### src/rtl/button_repeat_ctrl_pkg.sv
// Shared types and default 50 MHz timing for the push-button repeat conditioner.
// Holds the FSM state encoding and a helper that sizes the shared counter.
package btn_pkg;

   typedef enum logic [2:0] {
      IDLE,
      DEB_PRESS,
      HELD,
      REPEAT,
      DEB_RELEASE
   } btn_state_t;

   localparam int unsigned DEF_DEBOUNCE_CYCLES = 1_000_000;   // 20 ms
   localparam int unsigned DEF_HOLD_CYCLES     = 25_000_000;  // 500 ms
   localparam int unsigned DEF_REPEAT_CYCLES   = 5_000_000;   // 100 ms

   function automatic int unsigned max3(input int unsigned a, input int unsigned b,
                                        input int unsigned c);
      int unsigned m;
      m = (a > b) ? a : b;
      return (m > c) ? m : c;
   endfunction

endpackage

### src/rtl/button_repeat_ctrl_if.sv
// Button-side signal bundle: raw pin and repeat enable in, conditioned strobes out.
interface button_repeat_ctrl_if;

   logic btn_raw;
   logic repeat_en;
   logic add_pulse;
   logic pressed;
   logic release_pulse;
   logic repeating;

   modport master (
      output btn_raw, repeat_en,
      input  add_pulse, pressed, release_pulse, repeating
   );

   modport slave (
      input  btn_raw, repeat_en,
      output add_pulse, pressed, release_pulse, repeating
   );

endinterface

### src/rtl/button_repeat_ctrl_sync.sv
// Two-flop synchroniser for a single asynchronous level into the clk domain.
module sync #(
   parameter bit RESET_VAL = 1'b0
) (
   input  logic clk,
   input  logic rst_n,
   input  logic d,
   output logic q
);

   logic meta_q;
   logic sync_q;

   // NOTE: clocked state uses non-blocking assignments so both flops sample the
   // pre-edge values; blocking here would collapse the chain into one stage.
   always_ff @(posedge clk or negedge rst_n) begin
      if (!rst_n) begin
         meta_q <= RESET_VAL;
         sync_q <= RESET_VAL;
      end else begin
         meta_q <= d;
         sync_q <= meta_q;
      end
   end

   assign q = sync_q;

endmodule

### src/rtl/button_repeat_ctrl.sv
// Debounces one push-button and emits a press strobe followed by auto-repeat
// strobes while held, plus a strobe on debounced release.
module button_repeat_ctrl
   import btn_pkg::*;
#(
   parameter int unsigned DEBOUNCE_CYCLES = DEF_DEBOUNCE_CYCLES,
   parameter int unsigned HOLD_CYCLES     = DEF_HOLD_CYCLES,
   parameter int unsigned REPEAT_CYCLES   = DEF_REPEAT_CYCLES,
   parameter bit          BTN_ACTIVE_LOW  = 1'b1
) (
   input logic                 clk,
   input logic                 ResetActiveLow,
   button_repeat_ctrl_if.slave bus
);

   localparam int CW = $clog2(max3(DEBOUNCE_CYCLES, HOLD_CYCLES, REPEAT_CYCLES)) + 1;

   localparam logic [CW-1:0] DEB_LAST  = CW'(DEBOUNCE_CYCLES - 1);
   localparam logic [CW-1:0] HOLD_LAST = CW'(HOLD_CYCLES - 1);
   localparam logic [CW-1:0] REP_LAST  = CW'(REPEAT_CYCLES - 1);
   localparam logic [CW-1:0] CNT_ONE   = CW'(1);

   logic btn_act;
   logic s;

   btn_state_t    state_q, state_d;
   logic [CW-1:0] cnt_q, cnt_d;
   logic          add_pulse_q, add_pulse_d;
   logic          pressed_q, pressed_d;
   logic          release_pulse_q, release_pulse_d;
   logic          repeating_q, repeating_d;

   // Normalise to pressed = 1 before synchronising so the flops reset to "not pressed".
   assign btn_act = BTN_ACTIVE_LOW ? ~bus.btn_raw : bus.btn_raw;

   sync #(.RESET_VAL(1'b0)) u_sync (
      .clk   (clk),
      .rst_n (ResetActiveLow),
      .d     (btn_act),
      .q     (s)
   );

   // NOTE: every variable is given a default before the case so no path leaves
   // one unassigned, which would otherwise infer a latch.
   always_comb begin
      state_d         = state_q;
      cnt_d           = cnt_q;
      add_pulse_d     = 1'b0;
      release_pulse_d = 1'b0;
      pressed_d       = pressed_q;

      unique case (state_q)
         IDLE: begin
            if (s) begin
               state_d = DEB_PRESS;
               cnt_d   = '0;
            end
         end
         DEB_PRESS: begin
            if (!s) begin
               state_d = IDLE;
               cnt_d   = '0;
            end else if (cnt_q == DEB_LAST) begin
               state_d     = HELD;
               cnt_d       = '0;
               add_pulse_d = 1'b1;
               pressed_d   = 1'b1;
            end else begin
               cnt_d = cnt_q + CNT_ONE;
            end
         end
         HELD: begin
            if (!s) begin
               state_d = DEB_RELEASE;
               cnt_d   = '0;
            end else if (bus.repeat_en && (cnt_q == HOLD_LAST)) begin
               state_d     = REPEAT;
               cnt_d       = '0;
               add_pulse_d = 1'b1;
            end else if (bus.repeat_en) begin
               cnt_d = cnt_q + CNT_ONE;
            end else begin
               cnt_d = '0;
            end
         end
         REPEAT: begin
            if (!s) begin
               state_d = DEB_RELEASE;
               cnt_d   = '0;
            end else if (!bus.repeat_en) begin
               state_d = HELD;
               cnt_d   = '0;
            end else if (cnt_q == REP_LAST) begin
               cnt_d       = '0;
               add_pulse_d = 1'b1;
            end else begin
               cnt_d = cnt_q + CNT_ONE;
            end
         end
         DEB_RELEASE: begin
            // A bounce back to pressed restarts the hold delay without a new strobe.
            if (s) begin
               state_d = HELD;
               cnt_d   = '0;
            end else if (cnt_q == DEB_LAST) begin
               state_d         = IDLE;
               cnt_d           = '0;
               pressed_d       = 1'b0;
               release_pulse_d = 1'b1;
            end else begin
               cnt_d = cnt_q + CNT_ONE;
            end
         end
         default: begin
            state_d = IDLE;
            cnt_d   = '0;
         end
      endcase

      repeating_d = (state_d == REPEAT);
   end

   always_ff @(posedge clk or negedge ResetActiveLow) begin
      if (!ResetActiveLow) begin
         state_q         <= IDLE;
         cnt_q           <= '0;
         add_pulse_q     <= 1'b0;
         pressed_q       <= 1'b0;
         release_pulse_q <= 1'b0;
         repeating_q     <= 1'b0;
      end else begin
         state_q         <= state_d;
         cnt_q           <= cnt_d;
         add_pulse_q     <= add_pulse_d;
         pressed_q       <= pressed_d;
         release_pulse_q <= release_pulse_d;
         repeating_q     <= repeating_d;
      end
   end

   assign bus.add_pulse     = add_pulse_q;
   assign bus.pressed       = pressed_q;
   assign bus.release_pulse = release_pulse_q;
   assign bus.repeating     = repeating_q;

endmodule

### src/flat_wrapper.sv
// flat-port wrapper written by rule: the top's interface ports become plain ports
module button_repeat_ctrl_flat import btn_pkg::*;
#(
   parameter int unsigned DEBOUNCE_CYCLES = DEF_DEBOUNCE_CYCLES,
   parameter int unsigned HOLD_CYCLES     = DEF_HOLD_CYCLES,
   parameter int unsigned REPEAT_CYCLES   = DEF_REPEAT_CYCLES,
   parameter bit          BTN_ACTIVE_LOW  = 1'b1
)
  (clk, ResetActiveLow, bus_btn_raw, bus_repeat_en, bus_add_pulse, bus_pressed, bus_release_pulse, bus_repeating);
  button_repeat_ctrl_if bus_i ();
  input logic clk;
  input logic ResetActiveLow;
  input wire logic [$bits(bus_i.btn_raw)-1:0] bus_btn_raw;
  input wire logic [$bits(bus_i.repeat_en)-1:0] bus_repeat_en;
  output wire logic [$bits(bus_i.add_pulse)-1:0] bus_add_pulse;
  output wire logic [$bits(bus_i.pressed)-1:0] bus_pressed;
  output wire logic [$bits(bus_i.release_pulse)-1:0] bus_release_pulse;
  output wire logic [$bits(bus_i.repeating)-1:0] bus_repeating;
  assign bus_i.btn_raw = bus_btn_raw;
  assign bus_i.repeat_en = bus_repeat_en;
  assign bus_add_pulse = bus_i.add_pulse;
  assign bus_pressed = bus_i.pressed;
  assign bus_release_pulse = bus_i.release_pulse;
  assign bus_repeating = bus_i.repeating;
  button_repeat_ctrl #(.DEBOUNCE_CYCLES(DEBOUNCE_CYCLES), .HOLD_CYCLES(HOLD_CYCLES), .REPEAT_CYCLES(REPEAT_CYCLES), .BTN_ACTIVE_LOW(BTN_ACTIVE_LOW)) u_core (.clk(clk), .ResetActiveLow(ResetActiveLow), .bus(bus_i));
endmodule
### config.mk
export PLATFORM = sky130hd
export DESIGN_NAME = button_repeat_ctrl_flat
export DESIGN_NICKNAME = d
export VERILOG_FILES = /design/src/rtl/button_repeat_ctrl_pkg.sv /design/src/rtl/button_repeat_ctrl_if.sv /design/src/rtl/button_repeat_ctrl_sync.sv /design/src/rtl/button_repeat_ctrl.sv /design/src/flat_wrapper.sv
export SDC_FILE = /design/constraint.sdc
export NUM_CORES = 1
export LEC_CHECK = 0
export BUFFER_PORTS_ARGS = -buffer_cell sky130_fd_sc_hd__buf_2
export CORE_MARGIN = 1.5
export CORE_UTILIZATION = 30
export CTS_BUF_LIST = sky130_fd_sc_hd__clkbuf_4
export DETAILED_ROUTE_END_ITERATION = 8
export GPL_ROUTABILITY_DRIVEN = 0
export PLACE_DENSITY = 0.55
export SLEW_MARGIN = 10
export SYNTH_ARGS = -nofsm -noshare
export SYNTH_HDL_FRONTEND = slang
export SYNTH_SLANG_ARGS = --single-unit
### constraint.sdc
create_clock -name clk -period 5.6 [get_ports clk]
set_clock_uncertainty 0.15 [all_clocks]
set_input_delay 0.56 -clock clk [delete_from_list [all_inputs] [get_ports clk]]
set_output_delay 0.56 -clock clk [all_outputs]
set_load 0.02 [all_outputs]
Word-level counts from Yosys, hierarchy flattened
Index checks and enable logic that the tools add are counted.
{"block": "op_classes", "addsub": 1, "n_eq_ne": 13, "n_mux": 36, "bitwise_logic": 1, "n_reduce_logical": 4}
{"cell": "two-way mux 26 bit", "count": 10}
{"cell": "one-hot mux 26 bit (5 select lines)", "count": 1}
{"cell": "two-way mux 3 bit", "count": 9}
{"cell": "adder 26 x 1 -> 26 bit (second input constant)", "count": 1}
{"cell": "== test 26 x 20 -> 1 bit (second input constant)", "count": 1}
{"cell": "== test 26 x 23 -> 1 bit (second input constant)", "count": 1}
{"cell": "== test 26 x 25 -> 1 bit (second input constant)", "count": 1}
{"cell": "one-hot mux 3 bit (5 select lines)", "count": 1}
{"cell": "two-way mux 1 bit", "count": 13}
{"cell": "== test 3 x 2 -> 1 bit (second input constant)", "count": 3}
{"cell": "!= test 2 bit (second input constant)", "count": 3}
{"cell": "AND reduction 5 bit", "count": 1}
{"cell": "!= test 2 x 1 -> 1 bit (second input constant)", "count": 2}
{"cell": "== test 3 x 1 -> 1 bit (second input constant)", "count": 1}
{"cell": "== test 3 bit (second input constant)", "count": 1}
{"cell": "logical NOT 3 bit", "count": 1}
{"cell": "one-hot mux 1 bit (3 select lines)", "count": 1}
{"cell": "one-hot mux 1 bit (2 select lines)", "count": 1}
{"cell": "nonzero test 2 bit", "count": 1}
{"cell": "logical AND 1 bit", "count": 1}
{"cell": "NOT 1 bit", "count": 1}
{"block": "totals", "ff_bits": 35, "in_bits": 4, "output_inout_bits": 4, "word_cells": 63}

Depth between registers and ports, before layout
Gate-level depths: netlist of run 1.
{"block": "logic_depth", "depth_word": 6, "depth_mapped": 8, "ltp_nobuf": 7}

Cells and area by module
A second synthesis of run 1 with hierarchy kept.
{"block": "unflattened", "cells_unflattened": 255, "hier_area_um2": 2200.9}
{"module": "button_repeat_ctrl", "instances": 1, "cells_per_inst": 253, "area_each_um2": 2150.8, "seq_area_each_um2": 825.8}
{"module": "sync", "instances": 1, "cells_per_inst": 2, "area_each_um2": 50.0, "seq_area_each_um2": 50.0}

Worst setup path before layout of run 1
No wires, ideal clock.
{"block": "synth_timing", "kind": "reg-to-reg", "from": "register u_core.cnt_q[0]", "to": "register u_core.cnt_q[22]", "setup_ns": 0.121, "arrival_ns": 1.925, "required_time_ns": 5.329, "setup_slack_ns": 3.405, "path_stages_with_launch": 9, "path_buffers": 1, "period_less_slack_ns": 2.195, "cell_sequence": "dfrtp_1 -> ha_1 -> nand3_1 -> nand4bb_1 -> o31ai_2 -> o21a_4 -> buf_6 -> o21ai_1 -> a22o_1"}
{"block": "synth_between", "elab_chain_len": 5, "word_cells_on_any_way": 15, "classes_between": "add/sub (1); eq/ne (3); mux (10); reduce/logical (1)"}
{"element": "start: declaration", "line_no": "button_repeat_ctrl.sv:27", "text": "logic [CW-1:0] cnt_q, cnt_d;"}
{"element": "start signal: assignment", "line_no": "button_repeat_ctrl.sv:133", "text": "cnt_q <= cnt_d;"}
{"element": "adder 26 x 1 -> 26 bit (tied with other cells)"}
{"element": "two-way mux 26 bit (tied with other cells)", "line_no": "button_repeat_ctrl.sv:93", "text": "end else if (cnt_q == REP_LAST) begin"}
{"element": "two-way mux 26 bit (on tied branches)", "line_no": "button_repeat_ctrl.sv:90, button_repeat_ctrl.sv:76"}
{"element": "two-way mux 26 bit (on tied branches)", "line_no": "button_repeat_ctrl.sv:87, button_repeat_ctrl.sv:73"}
{"element": "one-hot mux 26 bit (5 select lines) (*)", "line_no": "button_repeat_ctrl.sv:52", "text": "unique case (state_q)"}
Mark *: on every way between the ends. The rest lies on a longest branch, timed or not.
A chain may end at the register's enable or synchronous reset.

Worst setup path after layout of run 1
{"block": "layout_timing", "from": "register u_core.cnt_q[0]", "to": "register u_core.cnt_q[17]"}
The elaborated chain is that of the path after synthesis.

==> results.yml, run 1 <==
yosys:
  synth_cells: 220
  yosysWarnings: 0
  synth_top_family_by_area: "simple AND/OR/NAND/NOR gates"
  async_flop_share: 1.00
  synth_top_cell_area_share: 0.443
  yosys.cell_types.count: 47
  synthMuxAreaShare: 0
  synthesis.area_sq_um: 1980
  synth_edf_count: 0
  synth-seq-cells: 35
  synthAdderAreaFrac: 0.00633
  syn_avg_cell_area_sq_um: 8.98
  synth_xor_area_frac: 0.00887
  synth.yosys.seq_area_share: 0.443
  synth_compound_gate_area_share: 0.208
  synth_top_cell_by_area: "dfrtp_1"
  synth_ff_type: "dfrtp_1"
  yosys.area_share.simple: 0.299
  synth_area_leaders: "dfrtp_1 44%, nand2_1 4.6%, nor2_1 4.4%"
  syn-num-nets: 225
timing:
  tns_ns: 0
  setup_viol_count_final: 0
  timing.slew.headroom: 0.370
  rsz0062_at_grt: "false"
  fin_hold_ws_ns: 0.125
  fin_crit_sh: 0.465
  hold_viol_final: 0
  worst_pin_slew_ns: 0.939
  finalMaxSlewViolations: 0
  finalCriticalPeriod_ns: 2.60
  fmax_ghz: 0.384
cts:
  cts_buffers: 5
  cts_buffer_depth: 2
  post_cts_buffers: 0
  cts_tree: "yes"
  cts.reportedPaths.clkPinSlew_ns: 0.11
  clockRootBuffer: "clkbuf_4"
  cts_hold_buffers: 0
  htreeDepth: 2
  clock_sinks: 35
  cts_resized: 0
  clk_latency_ns: 0.35
cells_and_area:
  drive_above_1_share: 0.0881
  fin_cells: 304
  final_common_cell: "dfrtp_1"
  antennaDiodeCount: 0
  mostFrequentLayoutCells: "35 x dfrtp_1, 24 x nand2_1, 23 x nor2_1"
  areaGrowthSynthToFinish_pct: 7.41
  fin_nets: 232
worst_setup_path:
  cp_max_fo: 12
  arrival_ns: 2.70
  cp_data_required_time_ns: 5.69
  reg2regPathDepth: 7
  r2r_start: "u_core.cnt_q[0]$_DFFE_PN0P_"
  end_kind: "register"
  critPathKind: "register to register"
  crit_path_start_kind: "register"
  rr_endpoint: "u_core.cnt_q[17]$_DFFE_PN0P_"
  r2r_slack_ns: 3.00
routing:
  wire_per_inst_microns: 16.1
  drt_wl_total_microns: 4890
  vias: 1742
  vias_per_cell: 5.73
  drt-pass1-iter-count: 4
  drc: 0
  antenna_left: 0
  dr.first_iter.drc_count: 84
placement:
  dpl.hpwl_microns: 3300
  portBuffers: 7
  dp.cells: 297
die:
  die-area_sq_um: 7080
  die_w_microns: 84.2
  boundaryPins: 8
  core_area_sq_um: 6350
  die_y_microns: 84.2
  start_util: 0.311
  rows: 29
job:
  drv_cap: 0
min_path:
  min_path_type: "primary input to async pin"
outcome:
  status: "finished, final reports clean"
global_routing:
  grt_pass1_vias: 1543
  grt_overflow_total: 0
  grt_pass1_wl_microns: 8070
  track_usage: 0.143
  grt_max_degree: 36
  grt_antenna_before_repair: 0
pwr:
  powerDensity_nw_per_um2: 206
  leakagePower_nw: 0.822
  worst_ir_drop_vdd_mv: 0.107
  power_uw: 437
-- cells in the mapped netlist (5+ instances only) --
library cell  number
dfrtp_1           35
nand2_1           24
nor2_1            23
nand3_1           14
a21oi_1           12
o21ai_0           12
nor3_1             8
inv_1              6
nand4_1            5
o211ai_1           5
o31ai_1            5
-- critical path, cell delays in order (launching register included) --
cell and delay [ns]:
dfrtp_1 0.40, ha_1 0.21, nand3_1 0.23, nand4bb_1 0.32, o31ai_2 0.39, o21ai_1 0.43
a21oi_1 0.27, o21ai_0 0.10
-- kinds of logic after synthesis --
group	count (synthesis)
flops	35
compound gates	61
simple gates	107
buf+inv	14
xor+xnor	2
fa+ha+maj	1
-- flip-flops by register name (all words and copies together), names as in the netlist --
| register | count |
|---|---|
| u_core.bus.pressed | 1 |
| u_core.u_sync.q | 1 |
| u_core.bus.release_pulse | 1 |
| u_core.bus.repeating | 1 |
| u_core.u_sync.meta_q | 1 |
| u_core.cnt_q | 26 |
| u_core.state_q | 3 |
| u_core.bus.add_pulse | 1 |
-- layout make-up --
cell class,instances,area [sq um]
tap,77,96.3
fill,647,4230
sequential,35,876
inverter,6,22.5
clock inverter,2,8.76
clock buffer,5,37.5
timing repair buffer,8,42.5
multi-input combinational,171,1040
-- power by group --
| part | internal (mW) | switching (mW) | leakage, nW |
|---|---|---|---|
| registers | 0.260 | 0.00871 | 0.479 |
| clock network | 0.0445 | 0.0892 | 0.0285 |
| logic | 0.0117 | 0.0231 | 0.314 |
| total | 0.316 | 0.121 | 0.822 |
-- worst max path at each step --
stage                     cells past startpoint                    startpoint                      endpoint  slack, ns
after floorplan                               8   u_core.cnt_q[0]$_DFFE_PN0P_  u_core.cnt_q[22]$_DFFE_PN0P_       3.40
after global placement                        5  u_core.cnt_q[12]$_DFFE_PN0P_   u_core.cnt_q[1]$_DFFE_PN0P_       3.07
after detailed placement                      7   u_core.cnt_q[0]$_DFFE_PN0P_  u_core.cnt_q[17]$_DFFE_PN0P_       3.00
after CTS                                     7   u_core.cnt_q[0]$_DFFE_PN0P_  u_core.cnt_q[17]$_DFFE_PN0P_       2.98
after global routing                          7   u_core.cnt_q[0]$_DFFE_PN0P_   u_core.cnt_q[7]$_DFFE_PN0P_       2.74
final                                         7   u_core.cnt_q[0]$_DFFE_PN0P_  u_core.cnt_q[17]$_DFFE_PN0P_       3.00
-- per-layer routing --
metal | track usage | vias to the layer above | part of all wire
met5 | 0 | - | 0
met4 | 0.0551 | 0 | 0.014
met3 | 0.0324 | 5 | 0.036
met2 | 0.217 | 38 | 0.46
met1 | 0.197 | 856 | 0.49
li1 | - | 843 | -
-- through the flow --
step                      instance area (sq um)  utilization  worst slack, ns
after floorplan                            1980            -             3.40
after global placement                     2080        0.327             3.07
after detailed placement                   2080        0.327             3.00
after CTS                                  2120        0.334             2.98
after global routing                       2120        0.334             2.74
final                                      2120        0.334             3.00
Note: power is estimated with default switching activity, not from simulation.
==> inputs of run 2 (changes only) <==
--- a/config.mk
+++ b/config.mk
@@ -5,13 +5,14 @@
 export SDC_FILE = /design/constraint.sdc
 export NUM_CORES = 1
 export LEC_CHECK = 0
+export ABC_AREA = 1
 export BUFFER_PORTS_ARGS = -buffer_cell sky130_fd_sc_hd__buf_2
 export CORE_MARGIN = 1.5
 export CORE_UTILIZATION = 30
 export CTS_BUF_LIST = sky130_fd_sc_hd__clkbuf_4
 export DETAILED_ROUTE_END_ITERATION = 8
 export GPL_ROUTABILITY_DRIVEN = 0
-export PLACE_DENSITY = 0.55
+export PLACE_DENSITY = 0.56
 export SLEW_MARGIN = 10
 export SYNTH_ARGS = -nofsm -noshare
 export SYNTH_HDL_FRONTEND = slang
==> constraint.sdc (replaced) <==
create_clock -name clk -period 2.1 [get_ports clk]
set_clock_uncertainty 0.15 [all_clocks]
set_input_delay 0.21 -clock clk [delete_from_list [all_inputs] [get_ports clk]]
set_output_delay 0.21 -clock clk [all_outputs]
set_load 0.02 [all_outputs]
==> run 2 against run 1 <==
First-iteration DRC count grew to 2.6 times the previous value. Cell count grew 79%. Wire length grew 42%. Via count grew 46%. Sequential cell count is the same. Setup slack lost 2.8 ns. Global-route usage grew 2.5 points. Synthesized area grew 31%. Synthesized cell count grew 88%. Critical endpoint is now u_core.cnt_q[8]$_DFFE_PN0P_. Sequential share of layout area shrank 12 points. Largest power group unchanged.
==> results.yml, run 2 <==
worst_setup_path:
  startpoint: "u_core.cnt_q[1]$_DFFE_PN0P_"
  crit_end: "u_core.cnt_q[8]$_DFFE_PN0P_"
  crit_path_start_kind: "register"
  rr_endpoint: "u_core.cnt_q[8]$_DFFE_PN0P_"
  end_kind: "register"
  reg2regPathDepth: 12
  r2r_start: "u_core.cnt_q[1]$_DFFE_PN0P_"
  arrival_ns: 2.04
  cp_max_fo: 25
  cp_data_required_time_ns: 2.21
  r2r_slack_ns: 0.17
  critPathKind: "register to register"
yosys:
  synth.yosys.seq_area_share: 0.338
  syn-num-nets: 418
  synth_area_leaders: "dfrtp_1 34%, nand2_1 21%, nor2_1 9.3%"
  synth_cells: 413
  synth_edf_count: 0
  synth_top_cell_area_share: 0.338
  syn_avg_cell_area_sq_um: 6.28
  yosysWarnings: 0
  synthesis.area_sq_um: 2590
  synth-seq-cells: 35
  synth_common_cells: "144 x nand2_1, 64 x nor2_1, 63 x inv_1, 35 x dfrtp_1, 25 x nand3_1"
  yosysMostFrequentCell: "nand2_1"
  synth_top_cell_by_area: "dfrtp_1"
  yosys.cell_types.count: 25
  async_flop_share: 1.00
  synth_ff_type: "dfrtp_1"
routing:
  dr.first_iter.drc_count: 218
  drt-pass1-iter-count: 4
  antenna_left: 0
  vias: 2544
  drt_wl_total_microns: 6950
  wire_per_inst_microns: 12.8
  drc: 0
  vias_per_cell: 4.68
global_routing:
  track_usage: 0.167
  grt_pass1_wl_microns: 11600
  grt_pass1_vias: 2394
  grt_antenna_before_repair: 0
  grt_overflow_total: 0
  grt_max_degree: 36
die:
  start_util: 0.313
  die_w_microns: 96.0
  core_area_sq_um: 8300
  boundaryPins: 8
  die-area_sq_um: 9210
  rows: 33
  die_y_microns: 96.0
pwr:
  worst_ir_drop_vdd_mv: 0.209
  power_mw: 1.31
  powerDensity_nw_per_um2: 444
  leakagePower_nw: 1.56
min_path:
  min_path_type: "primary input to register"
  min_path_cells: 3
  worstHoldStart: "bus_repeat_en"
cells_and_area:
  fin_cells: 544
  utilization: 0.357
  drive_above_1_share: 0.121
  top_regs: "u_core.cnt_q: 26 flops, u_core.state_q: 3 flops"
  areaGrowthSynthToFinish_pct: 14.1
  mostFrequentLayoutCells: "144 x nand2_1, 64 x nor2_1, 63 x inv_1"
  fin_nets: 443
  largest_reg_flops: 26
  antennaDiodeCount: 0
  largest-register: "u_core.cnt_q"
  final_common_cell: "nand2_1"
timing:
  fmax_ghz: 0.518
  timing.slew.headroom: 0.468
  worst_pin_slew_ns: 0.797
  layout_setup_ws_ns: 0.170
  finalCriticalPeriod_ns: 1.93
  setup_viol_count_final: 0
  fin_crit_sh: 0.919
  rsz0062_at_grt: "true"
  finalMaxSlewViolations: 0
  hold_viol_final: 0
cts:
  clockRootBuffer: "clkbuf_4"
  cts_tree: "yes"
  clk_latency_ns: 0.35
  cts.reportedPaths.clkPinSlew_ns: 0.12
  clock_sinks: 35
  cts_buffer_depth: 2
  htreeDepth: 2
  cts_buffers: 5
placement:
  dpl.hpwl_microns: 5300
  dp.cells: 534
  dpl_worst_slack_ns: 0.125
  portBuffers: 7
outcome:
  status: "finished, final reports clean"
job:
  drv_cap: 0
==> run 2: cell types whose count changed in the layout (fill, tap and decap cells not counted), moves of 17 or more <==
cell / delta
nor2_1: +41
buf_4: +17
inv_1: +57
nand2_1: +120
xor2_1: +18
==> run 2: worst min path at each step <==
stage | to | slack (ns)
after floorplan | u_core.bus.add_pulse$_DFF_PN0_ | -0.24
after global placement | u_core.u_sync.q$_DFF_PN0_ | 0.19
after detailed placement | u_core.u_sync.q$_DFF_PN0_ | 0.19
after CTS | u_core.bus.add_pulse$_DFF_PN0_ | 0.03
after global routing | u_core.bus.add_pulse$_DFF_PN0_ | 0.06
final | u_core.bus.add_pulse$_DFF_PN0_ | 0.05
==> run 2: worst max-delay path, cell delays in order (launching register included) <==
cell and delay (ns):
dfrtp_1 0.39, ha_2 0.19, nand2_2 0.07, nor2_4 0.13, nand3_2 0.11, nor2_4 0.13
nand3_1 0.11, nand2_1 0.07, nand2_1 0.06, nand2_2 0.10, nand2_8 0.14, nand2_1 0.12
nand2_1 0.06
==> run 2: area by class of cell <==
cell class                      count  area, sq um
Inverter                           63          236
Sequential cell                    35          876
Clock inverter                      3         38.8
Fill cell                         906         5340
Multi-Input combinational cell    306         1450
Timing Repair Buffer               27          190
Clock buffer                        5         37.5
Tap cell                          105          131
==> run 2: what timing repair did <==
| item | CTS | global route |
|---|---|---|
| hold buffers | 2 | 0 |
| gates resized for setup | 0 | 4 |
| hold endpoints to repair | 36 | 0 |
| setup endpoints to repair | 0 | 26 |
| buffers inserted | 0 | 0 |
==> run 2: per-stage QoR <==
step,area (sq um),TNS (ns),hold WS (ns)
floorplan,2590,0,-0.236
global placement,2840,0,0.193
CTS,2940,0,0.0304
detailed placement,2840,0,0.195
global route,2960,-0.00263,0.0628
finish,2960,0,0.0459
==> run 2: per-layer routing <==
metal | vias to the layer above | GRT usage | part of all wire
li1 | 1303 | - | -
met1 | 1154 | 0.226 | 0.47
met2 | 72 | 0.268 | 0.45
met3 | 15 | 0.0269 | 0.056
met4 | 0 | 0.0613 | 0.023
met5 | - | 0 | 0
==> run 2: logic make-up after synthesis <==
family | Yosys count | synth area share
simple gates | 274 | 0.453
fa+ha+maj | 1 | 0.00482
xor+xnor | 20 | 0.0675
buf+inv | 72 | 0.112
flops | 35 | 0.338
compound gates | 11 | 0.0246
==> run 2: power breakdown <==
part           internal (mW)  switching [mW]  total (mW)
Sequential             0.684         0.00928       0.694
Clock                  0.245           0.251       0.495
Combinational         0.0357          0.0896       0.125
Total                  0.965           0.349        1.31
